File: config.mk
export PLATFORM = sky130hd
export DESIGN_NAME = multdiv_ctrl
export DESIGN_NICKNAME = d
export VERILOG_FILES = /design/src/rtl/multdiv_pkg.sv /design/src/rtl/multdiv_watchdog.sv /design/src/rtl/multdiv_ctrl.sv
export SDC_FILE = /design/constraint.sdc
export NUM_CORES = 1
export LEC_CHECK = 0
export ABC_CLOCK_PERIOD_IN_PS = 6650
export CORE_ASPECT_RATIO = 1.5
export CORE_MARGIN = 1.5
export CORE_UTILIZATION = 44
export DETAILED_ROUTE_END_ITERATION = 8
export PLACE_DENSITY = 0.86
export SLEW_MARGIN = 15
export SYNTH_ARGS = -nofsm -noshare
export SYNTH_HDL_FRONTEND = slang
export SYNTH_SLANG_ARGS = --single-unit
File: constraint.sdc
create_clock -name clk -period 6.65 [get_ports clk]
set_input_delay 1.33 -clock clk [delete_from_list [all_inputs] [get_ports clk]]
set_output_delay 1.33 -clock clk [all_outputs]
set_load 0.005 [all_outputs]
File: src/rtl/multdiv_pkg.sv
// Shared types and defaults for the multiply/divide issue controller and its watchdog.
package multdiv_pkg;

    typedef enum logic [1:0] {
        ST_IDLE  = 2'd0,
        ST_ISSUE = 2'd1,
        ST_WAIT  = 2'd2,
        ST_DONE  = 2'd3
    } state_e;

    typedef enum logic {
        OP_MULT = 1'b0,
        OP_DIV  = 1'b1
    } op_e;

    localparam int DEF_TIMEOUT    = 63;
    localparam int DEF_READY_MASK = 2;
    localparam int CNT_W          = 6;

    // Simultaneous multiply and divide requests resolve to multiply.
    function automatic op_e sel_op(input logic start_mult, input logic start_div);
        if (start_mult || !start_div) begin
            return OP_MULT;
        end
        return OP_DIV;
    endfunction

endpackage

File: src/rtl/multdiv_watchdog.sv
// Wait-cycle counter: reports when the stale-ready mask has elapsed and when the unit has timed out.
module multdiv_watchdog
    import multdiv_pkg::*;
#(
    parameter int TIMEOUT    = DEF_TIMEOUT,
    parameter int READY_MASK = DEF_READY_MASK
) (
    input  logic clk,
    input  logic reset,
    input  logic clr,
    input  logic en,
    output logic mask_done,
    output logic timed_out
);

    logic [CNT_W-1:0] cnt_q;
    logic [CNT_W-1:0] cnt_d;

    // The count equals the index of the current WAIT cycle; the last permitted one is TIMEOUT-1.
    assign mask_done = (cnt_q >= CNT_W'(READY_MASK));
    assign timed_out = (cnt_q >= CNT_W'(TIMEOUT - 1));

    always_comb begin
        cnt_d = cnt_q;
        if (clr) begin
            cnt_d = '0;
        end else if (en && !timed_out) begin
            cnt_d = cnt_q + CNT_W'(1);
        end
    end

    always_ff @(posedge clk or posedge reset) begin
        if (reset) begin
            cnt_q <= '0;
        end else begin
            cnt_q <= cnt_d;
        end
    end

endmodule

File: src/rtl/multdiv_ctrl.sv
// Issue/completion controller for the multiplier and divider: latches operands, pulses start,
// stalls the front end, and holds the result for writeback until acknowledged.
module multdiv_ctrl
    import multdiv_pkg::*;
#(
    parameter int TIMEOUT    = DEF_TIMEOUT,
    parameter int READY_MASK = DEF_READY_MASK
) (
    input  logic        clk,
    input  logic        reset,
    input  logic        start_mult,
    input  logic        start_div,
    input  logic [31:0] operand_a,
    input  logic [31:0] operand_b,
    input  logic [4:0]  rd,
    output logic [31:0] op_a_q,
    output logic [31:0] op_b_q,
    output logic        ctrl_MULT,
    output logic        ctrl_DIV,
    input  logic [31:0] mult_result,
    input  logic [31:0] div_result,
    input  logic        mult_exception,
    input  logic        div_exception,
    input  logic        mult_ready,
    input  logic        div_ready,
    output logic        stall,
    output logic        wb_valid,
    output logic [4:0]  wb_rd,
    output logic [31:0] wb_data,
    output logic        wb_exception,
    input  logic        wb_ack
);

    state_e      state_q, state_d;
    op_e         op_q, op_d;
    logic [31:0] op_a_d, op_b_d;
    logic [4:0]  rd_q, rd_d;
    logic        ctrl_mult_q, ctrl_mult_d;
    logic        ctrl_div_q, ctrl_div_d;
    logic        wb_valid_q, wb_valid_d;
    logic [4:0]  wb_rd_q, wb_rd_d;
    logic [31:0] wb_data_q, wb_data_d;
    logic        wb_exc_q, wb_exc_d;

    logic        wd_clr, wd_en;
    logic        mask_done, timed_out;
    logic        req;
    logic        unit_ready, unit_exc;
    logic [31:0] unit_result;

    multdiv_watchdog #(
        .TIMEOUT    (TIMEOUT),
        .READY_MASK (READY_MASK)
    ) u_watchdog (
        .clk       (clk),
        .reset     (reset),
        .clr       (wd_clr),
        .en        (wd_en),
        .mask_done (mask_done),
        .timed_out (timed_out)
    );

    assign req = start_mult | start_div;

    // Only the unit that was started is listened to; the other one's outputs are don't-care.
    assign unit_ready  = (op_q == OP_MULT) ? mult_ready     : div_ready;
    assign unit_result = (op_q == OP_MULT) ? mult_result    : div_result;
    assign unit_exc    = (op_q == OP_MULT) ? mult_exception : div_exception;

    // Stall drops in the acknowledge cycle so the front end resumes without a bubble; reset forces it low.
    assign stall = !reset &&
                   (((state_q != ST_IDLE) && !((state_q == ST_DONE) && wb_ack)) ||
                    ((state_q == ST_IDLE) && req));

    assign ctrl_MULT    = ctrl_mult_q;
    assign ctrl_DIV     = ctrl_div_q;
    assign wb_valid     = wb_valid_q;
    assign wb_rd        = wb_rd_q;
    assign wb_data      = wb_data_q;
    assign wb_exception = wb_exc_q;

    always_comb begin
        state_d     = state_q;
        op_d        = op_q;
        op_a_d      = op_a_q;
        op_b_d      = op_b_q;
        rd_d        = rd_q;
        ctrl_mult_d = 1'b0;
        ctrl_div_d  = 1'b0;
        wb_valid_d  = wb_valid_q;
        wb_rd_d     = wb_rd_q;
        wb_data_d   = wb_data_q;
        wb_exc_d    = wb_exc_q;
        wd_clr      = 1'b0;
        wd_en       = 1'b0;

        case (state_q)
            ST_IDLE: begin
                if (req) begin
                    op_d        = sel_op(start_mult, start_div);
                    op_a_d      = operand_a;
                    op_b_d      = operand_b;
                    rd_d        = rd;
                    ctrl_mult_d = (sel_op(start_mult, start_div) == OP_MULT);
                    ctrl_div_d  = (sel_op(start_mult, start_div) == OP_DIV);
                    state_d     = ST_ISSUE;
                end
            end
            ST_ISSUE: begin
                wd_clr  = 1'b1;
                state_d = ST_WAIT;
            end
            ST_WAIT: begin
                wd_en = 1'b1;
                // A real ready beats the watchdog when both land in the same cycle.
                if (mask_done && unit_ready) begin
                    wb_data_d  = unit_result;
                    wb_exc_d   = unit_exc;
                    wb_rd_d    = rd_q;
                    wb_valid_d = 1'b1;
                    state_d    = ST_DONE;
                end else if (timed_out) begin
                    wb_data_d  = '0;
                    wb_exc_d   = 1'b1;
                    wb_rd_d    = rd_q;
                    wb_valid_d = 1'b1;
                    state_d    = ST_DONE;
                end
            end
            ST_DONE: begin
                if (wb_ack) begin
                    wb_valid_d = 1'b0;
                    state_d    = ST_IDLE;
                end
            end
            default: begin
                state_d = ST_IDLE;
            end
        endcase
    end

    always_ff @(posedge clk or posedge reset) begin
        if (reset) begin
            state_q     <= ST_IDLE;
            op_q        <= OP_MULT;
            op_a_q      <= '0;
            op_b_q      <= '0;
            rd_q        <= '0;
            ctrl_mult_q <= 1'b0;
            ctrl_div_q  <= 1'b0;
            wb_valid_q  <= 1'b0;
            wb_rd_q     <= '0;
            wb_data_q   <= '0;
            wb_exc_q    <= 1'b0;
        end else begin
            state_q     <= state_d;
            op_q        <= op_d;
            op_a_q      <= op_a_d;
            op_b_q      <= op_b_d;
            rd_q        <= rd_d;
            ctrl_mult_q <= ctrl_mult_d;
            ctrl_div_q  <= ctrl_div_d;
            wb_valid_q  <= wb_valid_d;
            wb_rd_q     <= wb_rd_d;
            wb_data_q   <= wb_data_d;
            wb_exc_q    <= wb_exc_d;
        end
    end

endmodule

# Word-level counts from Yosys, hierarchy flattened
# Index checks and enable logic that the tools add are counted.
# word_totals
reg_bits	119
in_bits	142
out_inout_bits	106
word_cells	76
# op_classes
n_addsub	1
order_cmp	2
n_eq_ne	6
mux	32
n_bitwise	2
reduce_logical	21
# op_table
op	count
$mux 32	3
$mux 1	19
$mux 6	2
$mux 5	2
$mux 2	4
$pmux 2 s4	1
$reduce_bool 2->1	4
$add 6x1->6 const B	1
$ge 6x2->1 const B	1
$ge 6x6->1 const B	1
$logic_and 1x1->1	6
$reduce_and 3->1	2
$eq 2x2->1 const B	2
$logic_not 1->1	4
$ne 2x2->1 const B	2
$reduce_and 2->1	2
$ne 3x2->1 const B	1
$eq 2x1->1 const B	1
$logic_not 2->1	1
$logic_or 1x1->1	2
$pmux 1 s2	1
$not 1->1	1
$or 1x1->1	1

# Logic depth before layout (Yosys ltp)
# Gate-level depths: netlist of the first run.
# depth
word_depth	11
depth_mapped	8

# Hierarchy
# A second synthesis of the first run with hierarchy kept.
# hier_totals
hier_cells	344
hier_area_um2	4996.0
# by_module_without_submodules
module	n_inst	cells_each	area_each_um2	seq_area_each_um2
multdiv_ctrl	1	305	4626.9	2827.7
multdiv_watchdog	1	39	369.1	150.1

# Worst setup path before layout of the first run
# No wires, ideal clock.
# synth_path
path_type	in2out
start	input port wb_ack
end	output port stall
arrival_ps	1650
setup_slack_ps	3670
cell_stages	3
n_path_buf	0
path_cell_list	nand2_1 nor2_1 a211oi_1
# synth_via
elab_chain_cells	5
# synth_lines
item	line	rtl
start, declared	multdiv_ctrl.sv:31	input logic wb_ack
$logic_and 1x1->1	multdiv_ctrl.sv:72	(((state_q != ST_IDLE) && !((state_q == ST_DONE) && wb_ack)) ||
$logic_not 1->1	multdiv_ctrl.sv:72	
$logic_and 1x1->1	multdiv_ctrl.sv:72	
$logic_or 1x1->1	multdiv_ctrl.sv:72	
$logic_and 1x1->1	multdiv_ctrl.sv:71	assign stall = !reset &&
end, declared	multdiv_ctrl.sv:26	output logic stall,
# No other way between the ends.

# Final worst setup path of the first run
# layout_path
start	input port start_mult
end	output port stall
# layout_via
elab_chain_cells	4
# layout_lines
item	line	rtl
start, declared	multdiv_ctrl.sv:11	input logic start_mult,
$or 1x1->1	multdiv_ctrl.sv:63	assign req = start_mult | start_div;
$logic_and 1x1->1	multdiv_ctrl.sv:73	((state_q == ST_IDLE) && req));
$logic_or 1x1->1	multdiv_ctrl.sv:72	
$logic_and 1x1->1	multdiv_ctrl.sv:71	
# No other way between the ends.

==> reports/metrics.csv, run 1 <==
stage,metric,value,unit
clock_tree,clock-sinks,119,
clock_tree,cts-htree-levels,4,
setup_path,crit_path_cell_trace,clkdlybuf4s50_1 -> nor2_1 -> a211oi_1 -> clkdlybuf4s50_1,
global_route,grt_pass1_vias,4172,
floorplan,floorplan.rows,47,
clock_tree,path_clk_slew,0.05,ns
finish,layout-drive-gt1-share,18.2,%
global_route,global_route_wire_length_before_repair,21700,µm
clock_tree,hold_buffer_count_at_cts,0,
synth,synth.net_count,487,
finish,area_growth,64.0,%
clock_tree,cts-resized-gates,0,
setup_path,worst_path_fanout_max,4,
timing,final.setup.worst_slack,2.51,ns
setup_path,cpMaxStageDelayCell,sky130_fd_sc_hd__clkdlybuf4s50_1,
place,placedInstanceArea,0.00767,mm²
hold_path,worstHoldStart,rd_q[3],
timing,final.setup.tns,0,ns
synth,post_synth_num_cell_types,38,
power,share_of_power_burned_in_combinational_logic,42.2,%
setup_path,crit_path_max_incr_delay,0.57,ns
clock_tree,library_cell_used_as_clock_root_buffer,sky130_fd_sc_hd__clkbuf_16,
drt,route.top_layer_used,met4,
global_route,grt_antenna_before_repair,0,
place,place_congestion,0.785,
drt,wl_met1,4830,µm
place,placement.setup.worst_slack,2.51,ns
synth,ys_async_sr_fraction,100,%
synth,synth.yosys.seq_area_share,58.6,%
finish,insertedDiodeCount,0,
setup_path,rr_endpoint,wb_rd[4],
drt,met2RoutedLength,7270,µm
synth,combinational_family_with_the_most_area_after_synthesis,multiplexers,
timing,maxSlewHeadroom,40.9,%
timing,finalHoldViolCount,0,
power,cell_internal_power,2.82,mW
timing,fmax,0.241,GHz
synth,synth_flop_cell,sky130_fd_sc_hd__dfrtp_1,
power,static_power_due_to_leakage,3.50,nW
floorplan,io-pin-count,248,
place,hpwl,9910,µm
finish,final-instance-count-excl-fill,751,
power,clockPowerShare,25.2,%
setup_path,critPathKind,in -> out,
clock_tree,cts_tree,built,
floorplan,dieArea,0.0122,mm²
clock_tree,worstSkewPairLatency,0.40,ns
synth,synth_cells,339,
setup_path,setup.worst_path.end_class,output pin,
power,power_density,473,mW/mm²
synth,ys_warn_count,0,
drt,drt_pass1_iterations,4,
drt,drt_first_iter_violations,104,
floorplan,floorplan_core_area,0.0111,mm²
synth,adder_and_majority_cell_fraction_of_the_synthesized_area,1.48,%
finish,final_nets,739,
hold_path,whs_path_depth,1,
place,port_buffers,247,
setup_path,startpoint_type,input pin,
finish,layout.cell_area.non_filler,0.00833,mm²
synth,synth_simple_gate_area_share,2.56,%
setup_path,crit_arrival,2.81,ns
synth,postSynthRegisterBits,119,
global_route,groute.usage.overall,22.7,%
timing,worst_slew_pin_tran,0.883,ns
synth,synthesis.area_per_instance,15.0,µm²
drt,drc,0,
global_route,grt_start_max_net_pins,66,
setup_path,ff2ff_setup_slack,4.15,ns
floorplan,die_height,135,µm
power,worst_ir_drop_vdd,287,µV
setup_path,reg2reg_depth,6,
drt,drt_wl_total,13300,µm
drt,routed_wire_length_per_instance,17.7,µm
clock_tree,post_cts_setup_driven_buffer_insertion_count,0,
setup_path,cell_type_with_the_highest_occurrence_count_on_the_critical_path,sky130_fd_sc_hd__clkdlybuf4s50_1,
power,power.switching,1.11,mW
power,seq_power_share,32.6,%
hold_path,min_delay_worst_endpoint,wb_rd[3],
setup_path,reg2reg_from,op_q,
timing,final.setup_skew,0.00867,ns
timing,post-route-min-period,4.14,ns
hold_path,hold_crit_class,reg -> reg,
timing,period_share,62.3,%
drt,met3RoutedLength,968,µm
clock_tree,cts_made_buffers,17,
synth,synthesized_area_fraction_occupied_by_ao_oa_aoi_and_oai_cells,10.2,%
drt,detail_route.vias_per_cell,5.02,
synth,share_of_the_synthesized_netlist_area_taken_by_xor_and_xnor_gates,0.517,%
place,dp.cells,719,
clock_tree,max-clock-path-buffers,2,
synth,synth-edff-count,0,
timing,final-max-slew-violation-count,0,
job,drv_cap,0,
setup_path,crit_required,5.32,ns
power,design_power_total,3.94,mW
synth,synth_mux_area_share,23.6,%
floorplan,chip_width,90.7,µm
timing,finalSetupViolCount,0,
floorplan,initial_utilization,45.7,%
synth,mappedNetlistArea,0.00508,mm²
drt,ant_nets,0,
timing,rsz0062_at_grt,no,
drt,dr_total_vias,3770,
global_route,globalRoute.totalOverflow,0,
run_status,outcome,"finished, final reports clean",
power,netSwitchingFraction,28.3,%
finish,n_fill_cell,720,
cell families after synthesis:
family | count (synthesis)
fa+ha+maj | 6
simple gates | 25
mux | 109
compound gates | 49
flops | 119
xor+xnor | 3
buf+inv | 28
worst max-delay path: cells and delay by family:
family	cells	cell delay, ns
buf+inv	2	1.11
compound gates	1	0.26
simple gates	1	0.11
power groups by stage:
stage                     clock network, mW  logic, mW  registers, mW
final                                 0.992       1.66           1.28
after global routing                   1.05       1.79           1.33
after CTS                              1.01       1.69           1.29
after detailed placement                  0       1.67           1.29
after global placement                    0       1.62           1.26
after floorplan                           0      0.783           1.29
through the flow:
step	utilization, %	hold slack (ns)
after floorplan	-	0.452
after global placement	69.0	0.463
after detailed placement	69.0	0.469
after CTS	74.9	0.481
after global routing	74.9	0.496
final	74.9	0.481
layer usage:
metal,vias up,track usage [%]
met5,-,0
met2,170,40.8
li1,1734,-
met3,15,7.77
met4,0,8.20
met1,1851,24.5
how the worst max path moves through the flow:
stage / endpoint / start / slack (ns) / depth (start not counted)
final: stall / start_mult / 2.51 / 4
after global routing: stall / start_mult / 2.47 / 4
after CTS: stall / start_mult / 2.49 / 4
after detailed placement: stall / start_mult / 2.51 / 4
after global placement: stall / start_mult / 2.58 / 4
after floorplan: ctrl_DIV / reset / 2.16 / 1
synthesized netlist by cell type, types with 4 or more instances:
| cell type | n | share of area (%) |
|---|---|---|
| sky130_fd_sc_hd__a21oi_1 | 4 | 0.39 |
| sky130_fd_sc_hd__buf_2 | 9 | 0.89 |
| sky130_fd_sc_hd__buf_6 | 4 | 0.89 |
| sky130_fd_sc_hd__dfrtp_1 | 119 | 59 |
| sky130_fd_sc_hd__ha_1 | 6 | 1.5 |
| sky130_fd_sc_hd__inv_1 | 9 | 0.67 |
| sky130_fd_sc_hd__mux2_1 | 27 | 6.0 |
| sky130_fd_sc_hd__mux2_2 | 45 | 10 |
| sky130_fd_sc_hd__mux2i_1 | 34 | 6.7 |
| sky130_fd_sc_hd__nand2_1 | 4 | 0.30 |
| sky130_fd_sc_hd__nor2_1 | 10 | 0.74 |
| sky130_fd_sc_hd__o2bb2ai_1 | 12 | 2.1 |
| sky130_fd_sc_hd__o2bb2ai_2 | 20 | 5.9 |
cell usage in the layout, fill, tap and decap left out, types with 3 or more instances in the layout:
master,netlist,routed
sky130_fd_sc_hd__mux2i_1,34,34
sky130_fd_sc_hd__nand2_1,4,4
sky130_fd_sc_hd__nor2_1,10,10
sky130_fd_sc_hd__clkbuf_16,0,17
sky130_fd_sc_hd__mux2_2,45,45
sky130_fd_sc_hd__mux2_1,27,27
sky130_fd_sc_hd__clkdlybuf4s50_1,0,247
sky130_fd_sc_hd__mux2_4,3,3
sky130_fd_sc_hd__inv_1,9,8
sky130_fd_sc_hd__o2bb2ai_1,12,12
sky130_fd_sc_hd__o2bb2ai_2,20,20
sky130_fd_sc_hd__clkbuf_8,0,6
sky130_fd_sc_hd__bufinv_16,0,4
sky130_fd_sc_hd__buf_4,2,5
sky130_fd_sc_hd__dfrtp_1,119,118
sky130_fd_sc_hd__ha_1,6,6
sky130_fd_sc_hd__a21oi_1,4,4
cell type report:
class                           count  area (µm²)  area share, %
Timing Repair Buffer              252        2510           30.1
Tap cell                          147         184           2.21
Multi-Input combinational cell    192        1960           23.6
Clock inverter                      7         138           1.65
Inverter                            9        36.3          0.436
Sequential cell                   119        2980           35.8
Clock buffer                       25         515           6.19
flip-flops by register name (all words and copies together) (netlist names):
register and cells:
op_a_q 32, op_b_q 32, wb_data 32, u_watchdog.cnt_q 6, rd_q 5, wb_rd 5
state_q 2, ctrl_DIV 1, ctrl_MULT 1, op_q 1, wb_exception 1, wb_valid 1
(Power assumes the default switching activity.)
==> run 2: changes to the inputs <==
ABC_CLOCK_PERIOD_IN_PS = 4000   (was 6650)
CORE_UTILIZATION = 41   (was 44)
PLACE_DENSITY = 0.81   (was 0.86)
clock period = 4 ns   (was 6.65 ns; I/O delays follow)
==> reports/metrics.csv, run 2 (synthesized netlist as in run 1, its figures left out) <==
stage,metric,value,unit,change
clock_tree,worstSkewPairLatency,0.40,ns,about the same
drt,drc,0,,unchanged
setup_path,setup.worst_path.end_class,output pin,,
drt,detail_route.vias_per_cell,4.92,,-2.0%
clock_tree,cts-htree-levels,4,,unchanged
clock_tree,cts-resized-gates,0,,unchanged
floorplan,initial_utilization,42.3,%,-3.4 points
drt,drt_wl_total,13100,µm,-1.9%
timing,finalHoldViolCount,0,,unchanged
finish,n_fill_cell,901,,+25%
power,worst_ir_drop_vdd,515,µV,+79%
drt,ant_nets,0,,unchanged
setup_path,crit_arrival,2.36,ns,-0.45 ns
timing,finalSetupViolCount,0,,unchanged
floorplan,floorplan_core_area,0.0120,mm²,+8.1%
timing,fmax,0.316,GHz,
setup_path,critPathKind,in -> out,,
timing,final.setup.tns,0,ns,unchanged
setup_path,worst_path_fanout_max,4,,unchanged
finish,final_nets,740,,+0.14%
timing,period_share,79.0,%,
floorplan,floorplan.rows,49,,+4.3%
drt,routed_wire_length_per_instance,17.2,µm,-2.8%
job,drv_cap,0,,unchanged
power,cell_internal_power,4.59,mW,+63%
clock_tree,clock-sinks,119,,unchanged
hold_path,hold_crit_class,reg -> reg,,
clock_tree,library_cell_used_as_clock_root_buffer,sky130_fd_sc_hd__clkbuf_16,,
drt,drt_pass1_iterations,4,,unchanged
power,clockPowerShare,24.1,%,-1.1 points
setup_path,crit_required,3.20,ns,-2.12 ns
clock_tree,post_cts_setup_driven_buffer_insertion_count,0,,unchanged
power,seq_power_share,32.9,%,+0.3 points
timing,final-max-slew-violation-count,0,,unchanged
power,static_power_due_to_leakage,3.49,nW,-0.39%
finish,insertedDiodeCount,0,,unchanged
place,hpwl,9670,µm,-2.4%
timing,final.setup_skew,0.00985,ns,+0.00118 ns
clock_tree,path_clk_slew,0.05,ns,about the same
global_route,globalRoute.totalOverflow,0,,unchanged
global_route,grt_start_max_net_pins,70,,+6.1%
floorplan,die_height,139,µm,+3.5%
drt,dr_total_vias,3728,,-1.1%
timing,post-route-min-period,3.16,ns,
timing,hold_ws,0.478,ns,-0.00291 ns
drt,drt_first_iter_violations,96,,-7.7%
clock_tree,hold_buffer_count_at_cts,0,,unchanged
timing,rsz0062_at_grt,no,,
floorplan,dieArea,0.0131,mm²,+7.1%
global_route,grt_pass1_vias,4155,,-0.41%
finish,layout.cells.most_common_list,"sky130_fd_sc_hd__clkdlybuf4s50_1 (247), sky130_fd_sc_hd__dfrtp_1 (118), sky130_fd_sc_hd__mux2_2 (45)",,
timing,maxSlewHeadroom,49.6,%,+8.7 points
finish,layout-drive-gt1-share,18.5,%,+0.30 points
clock_tree,cts_made_buffers,17,,unchanged
run_status,outcome,"finished, final reports clean",,
power,share_of_power_burned_in_combinational_logic,43.0,%,+0.8 points
clock_tree,max-clock-path-buffers,2,,unchanged
floorplan,chip_width,93.9,µm,+3.5%
place,port_buffers,247,,unchanged
global_route,global_route_wire_length_before_repair,20600,µm,-4.8%
timing,worst_slew_pin_tran,0.756,ns,-0.127 ns
clock_tree,cts_tree,built,,
finish,layout_commonest_cell,sky130_fd_sc_hd__clkdlybuf4s50_1,,
power,power_density,775,mW/mm²,+64%
finish,area_growth,64.1,%,about the same
setup_path,startpoint_type,input pin,,
global_route,grt_antenna_before_repair,0,,unchanged
power,power.switching,1.86,mW,+67%
finish,final-instance-count-excl-fill,758,,+0.93%
floorplan,io-pin-count,248,,unchanged
power,netSwitchingFraction,28.9,%,+0.57 points
place,place_congestion,0.729,,-7.1%
place,dp.cells,726,,+0.97%
global_route,groute.usage.overall,20.5,%,-2.1 points
run 2: cell types whose count changed in the layout (fill, tap and decap cells not counted), sizes merged:
cell | previous run | this run
clkinvlp | 1 | 4
bufinv | 4 | 3
clkbuf | 25 | 21
clkinv | 2 | 4
buf | 5 | 6
run 2: per-layer routing:
layer / GRT usage (%) / up-vias / wire [µm]
li1: - / 1731 / -
met1: 20.4 / 1807 / 4550
met2: 37.2 / 168 / 6940
met3: 8.85 / 22 / 1300
met4: 7.46 / 0 / 261
met5: 0 / - / 0
run 2: final timing paths:
| kind | start | endpoint | slack [ns] | cells after the start |
|---|---|---|---|---|
| min in group asynchronous | reset | wb_valid | 0.95 | 2 |
| max | start_div | stall | 0.84 | 4 |
| max in group asynchronous | reset | op_a_q[3] | 2.26 | 3 |
| min | rd_q[3] | wb_rd[3] | 0.48 | 1 |
| max reg2reg | u_watchdog.cnt_q[1] | wb_data[29] | 1.94 | 5 |
| min reg2reg | rd_q[3] | wb_rd[3] | 0.48 | 1 |
run 2: power by group through the flow:
stage          clock (mW)  combinational, mW  sequential [mW]
6_report             1.56               2.78             2.13
5_1_grt              1.65               2.97             2.21
4_1_cts              1.59               2.83             2.13
3_5_place_dp            0               2.80             2.14
3_3_place_gp            0               2.72             2.11
2_1_floorplan           0               1.30             2.15
run 2: final cells by class:
| class | instances | area, µm² | area share, % |
|---|---|---|---|
| clock buffer | 21 | 470 | 5.65 |
| tap | 153 | 191 | 2.30 |
| inverter | 9 | 36.3 | 0.436 |
| timing repair buffer | 253 | 2540 | 30.5 |
| clock inverter | 11 | 148 | 1.77 |
| multi-input combinational | 192 | 1960 | 23.6 |
| sequential | 119 | 2980 | 35.8 |
run 2: metrics by stage:
| step | setup slack, ns | cell area, µm² | total power, mW | util [%] |
|---|---|---|---|---|
| 4_1_cts | 0.825 | 8330 | 6.55 | 69.3 |
| 3_3_place_gp | 0.817 | 7710 | 4.83 | 64.2 |
| 3_5_place_dp | 0.863 | 7710 | 4.95 | 64.2 |
| 2_1_floorplan | 0.0425 | 5080 | 3.45 | - |
| 6_report | 0.839 | 8330 | 6.46 | 69.3 |
| 5_1_grt | 0.788 | 8330 | 6.83 | 69.3 |
run 2: worst max-delay path, cell delays in order:
cell and delay, ns:
sky130_fd_sc_hd__clkdlybuf4s50_1 0.58, sky130_fd_sc_hd__nor2_1 0.09, sky130_fd_sc_hd__a211oi_1 0.31, sky130_fd_sc_hd__clkdlybuf4s50_1 0.57
==> run 3: changes to the inputs <==
ABC_CLOCK_PERIOD_IN_PS = 3000   (was 4000)
clock period = 3 ns   (was 4 ns; I/O delays follow)
==> reports/metrics.csv, run 3 (synthesized netlist as in run 1, its figures left out) <==
stage,metric,value,unit,change
setup_path,setup.worst_path.end_class,output pin,,
drt,drt_first_iter_violations,111,,+16%
finish,insertedDiodeCount,0,,unchanged
timing,maxSlewHeadroom,53.1,%,+3.5 points
floorplan,floorplan_core_area,0.0120,mm²,unchanged
finish,final-instance-count-excl-fill,757,,-0.13%
drt,drt_wl_total,13300,µm,+1.7%
floorplan,initial_utilization,42.3,%,unchanged
timing,post-route-min-period,2.75,ns,
global_route,globalRoute.totalOverflow,0,,unchanged
hold_path,hold_crit_class,reg -> reg,,
clock_tree,cts-htree-levels,4,,unchanged
clock_tree,clock-sinks,119,,unchanged
floorplan,die_height,139,µm,unchanged
finish,layout-drive-gt1-share,18.4,%,-0.13 points
finish,layout.cells.most_common_list,"sky130_fd_sc_hd__clkdlybuf4s50_1 (247), sky130_fd_sc_hd__dfrtp_1 (118), sky130_fd_sc_hd__mux2_2 (45)",,
setup_path,cpMaxStageDelayCell,sky130_fd_sc_hd__clkdlybuf4s50_1,,
setup_path,critPathKind,reg -> out,,
drt,dr_total_vias,3824,,+2.6%
finish,final_nets,741,,+0.14%
finish,layout_commonest_cell,sky130_fd_sc_hd__clkdlybuf4s50_1,,
drt,routed_wire_length_per_instance,17.5,µm,+1.9%
timing,rsz0062_at_grt,no,,
run_status,outcome,"finished, final reports clean",,
global_route,grt_start_max_net_pins,70,,unchanged
clock_tree,path_clk_slew,0.05,ns,about the same
clock_tree,cts_tree,built,,
drt,drc,0,,unchanged
timing,final.setup.tns,0,ns,unchanged
setup_path,startpoint_type,flop,,
clock_tree,post_cts_setup_driven_buffer_insertion_count,0,,unchanged
power,static_power_due_to_leakage,3.47,nW,-0.39%
timing,finalHoldViolCount,0,,unchanged
drt,ant_nets,0,,unchanged
power,worst_ir_drop_vdd,544,µV,+5.6%
timing,final.setup_skew,0.00837,ns,-0.00147 ns
floorplan,io-pin-count,248,,unchanged
global_route,grt_pass1_vias,4295,,+3.4%
clock_tree,worstSkewPairLatency,0.40,ns,about the same
global_route,groute.usage.overall,21.1,%,+0.51 points
timing,worst_slew_pin_tran,0.702,ns,-0.0536 ns
finish,multi_input_comb_area,0.00196,mm²,unchanged
setup_path,crit_arrival,2.15,ns,-0.21 ns
setup_path,crit_required,2.40,ns,-0.80 ns
timing,finalSetupViolCount,0,,unchanged
floorplan,dieArea,0.0131,mm²,unchanged
finish,register_area,0.00298,mm²,unchanged
power,power_density,1020,mW/mm²,+31%
clock_tree,max-clock-path-buffers,2,,unchanged
setup_path,worst_path_dominant_cell_family,buffers and inverters,,
global_route,global_route_wire_length_before_repair,21500,µm,+4.1%
place,dp.cells,727,,+0.14%
timing,final-max-slew-violation-count,0,,unchanged
drt,detail_route.vias_per_cell,5.05,,+2.7%
setup_path,crit_path_cell_trace,inv_1 -> ha_1 -> nor2_1 -> a211oi_1 -> clkdlybuf4s50_1,,
drt,drt_pass1_iterations,5,,+1
global_route,grt_antenna_before_repair,0,,unchanged
clock_tree,cts-resized-gates,0,,unchanged
timing,fmax,0.363,GHz,
floorplan,chip_width,93.9,µm,unchanged
place,place_congestion,0.768,,+5.3%
finish,area_growth,63.4,%,
setup_path,crit_path_max_incr_delay,0.54,ns,-0.04 ns
place,port_buffers,247,,unchanged
clock_tree,library_cell_used_as_clock_root_buffer,sky130_fd_sc_hd__clkbuf_16,,
clock_tree,hold_buffer_count_at_cts,0,,unchanged
finish,n_fill_cell,885,,-1.8%
clock_tree,cts_made_buffers,17,,unchanged
timing,period_share,91.8,%,
floorplan,floorplan.rows,49,,unchanged
job,drv_cap,0,,unchanged
setup_path,critPathBufInv,2,,unchanged
setup_path,worst_path_fanout_max,8,,+4
place,hpwl,9930,µm,+2.7%
[run 3: worst register-to-register path, cell delays in order (launching register included)]
cell and delay, ns:
sky130_fd_sc_hd__dfrtp_1 0.46, sky130_fd_sc_hd__nor4_2 0.38, sky130_fd_sc_hd__a21oi_2 0.16, sky130_fd_sc_hd__o21ai_4 0.47
sky130_fd_sc_hd__mux2_1 0.38
[run 3: report_power, final]
group          switching (mW)  total (mW)  internal, mW  leakage, nW
clock                   0.660        1.85          1.19        0.266
sequential              0.459        2.86          2.40         1.44
combinational            1.35        3.72          2.38         1.77
total                    2.47        8.42          5.96         3.47
[run 3: path summary, 6_finish.rpt]
check	slack, ns	startpoint	endpoint	cells after the start
max	0.25	state_q[0]	stall	5
min	0.49	op_a_q[28]	op_a_q[28]	1
max reg2reg	1.03	u_watchdog.cnt_q[1]	wb_rd[3]	4
min reg2reg	0.49	op_a_q[28]	op_a_q[28]	1
max in group asynchronous	1.54	reset	rd_q[0]	3
min in group asynchronous	0.73	reset	ctrl_MULT	2
[run 3: metal layers]
| layer | global-route usage, % | wire, µm |
|---|---|---|
| met5 | 0 | 0 |
| met4 | 8.01 | 377 |
| met3 | 7.81 | 1260 |
| met2 | 37.7 | 7040 |
| met1 | 22.0 | 4600 |
[run 3: area by class of cell]
| type | count | area share (%) |
|---|---|---|
| flip-flops and latches | 119 | 35.9 |
| clock inverters | 9 | 0.935 |
| clock buffers | 21 | 5.67 |
| inverters | 9 | 0.452 |
| well taps | 153 | 2.31 |
| repair buffers | 254 | 31.0 |
| multi-input cells | 192 | 23.7 |
[run 3: metrics by stage]
step	setup slack (ns)	hold WS (ns)	total power [mW]	util, %	instance area, µm²
after floorplan	0.945	0.452	4.60	-	5080
after global placement	0.386	0.470	6.48	64.5	7750
after detailed placement	0.324	0.476	6.63	64.5	7750
after CTS	0.233	0.491	8.54	69.0	8300
after global routing	0.0781	0.503	8.91	69.0	8300
final	0.246	0.487	8.42	69.0	8300
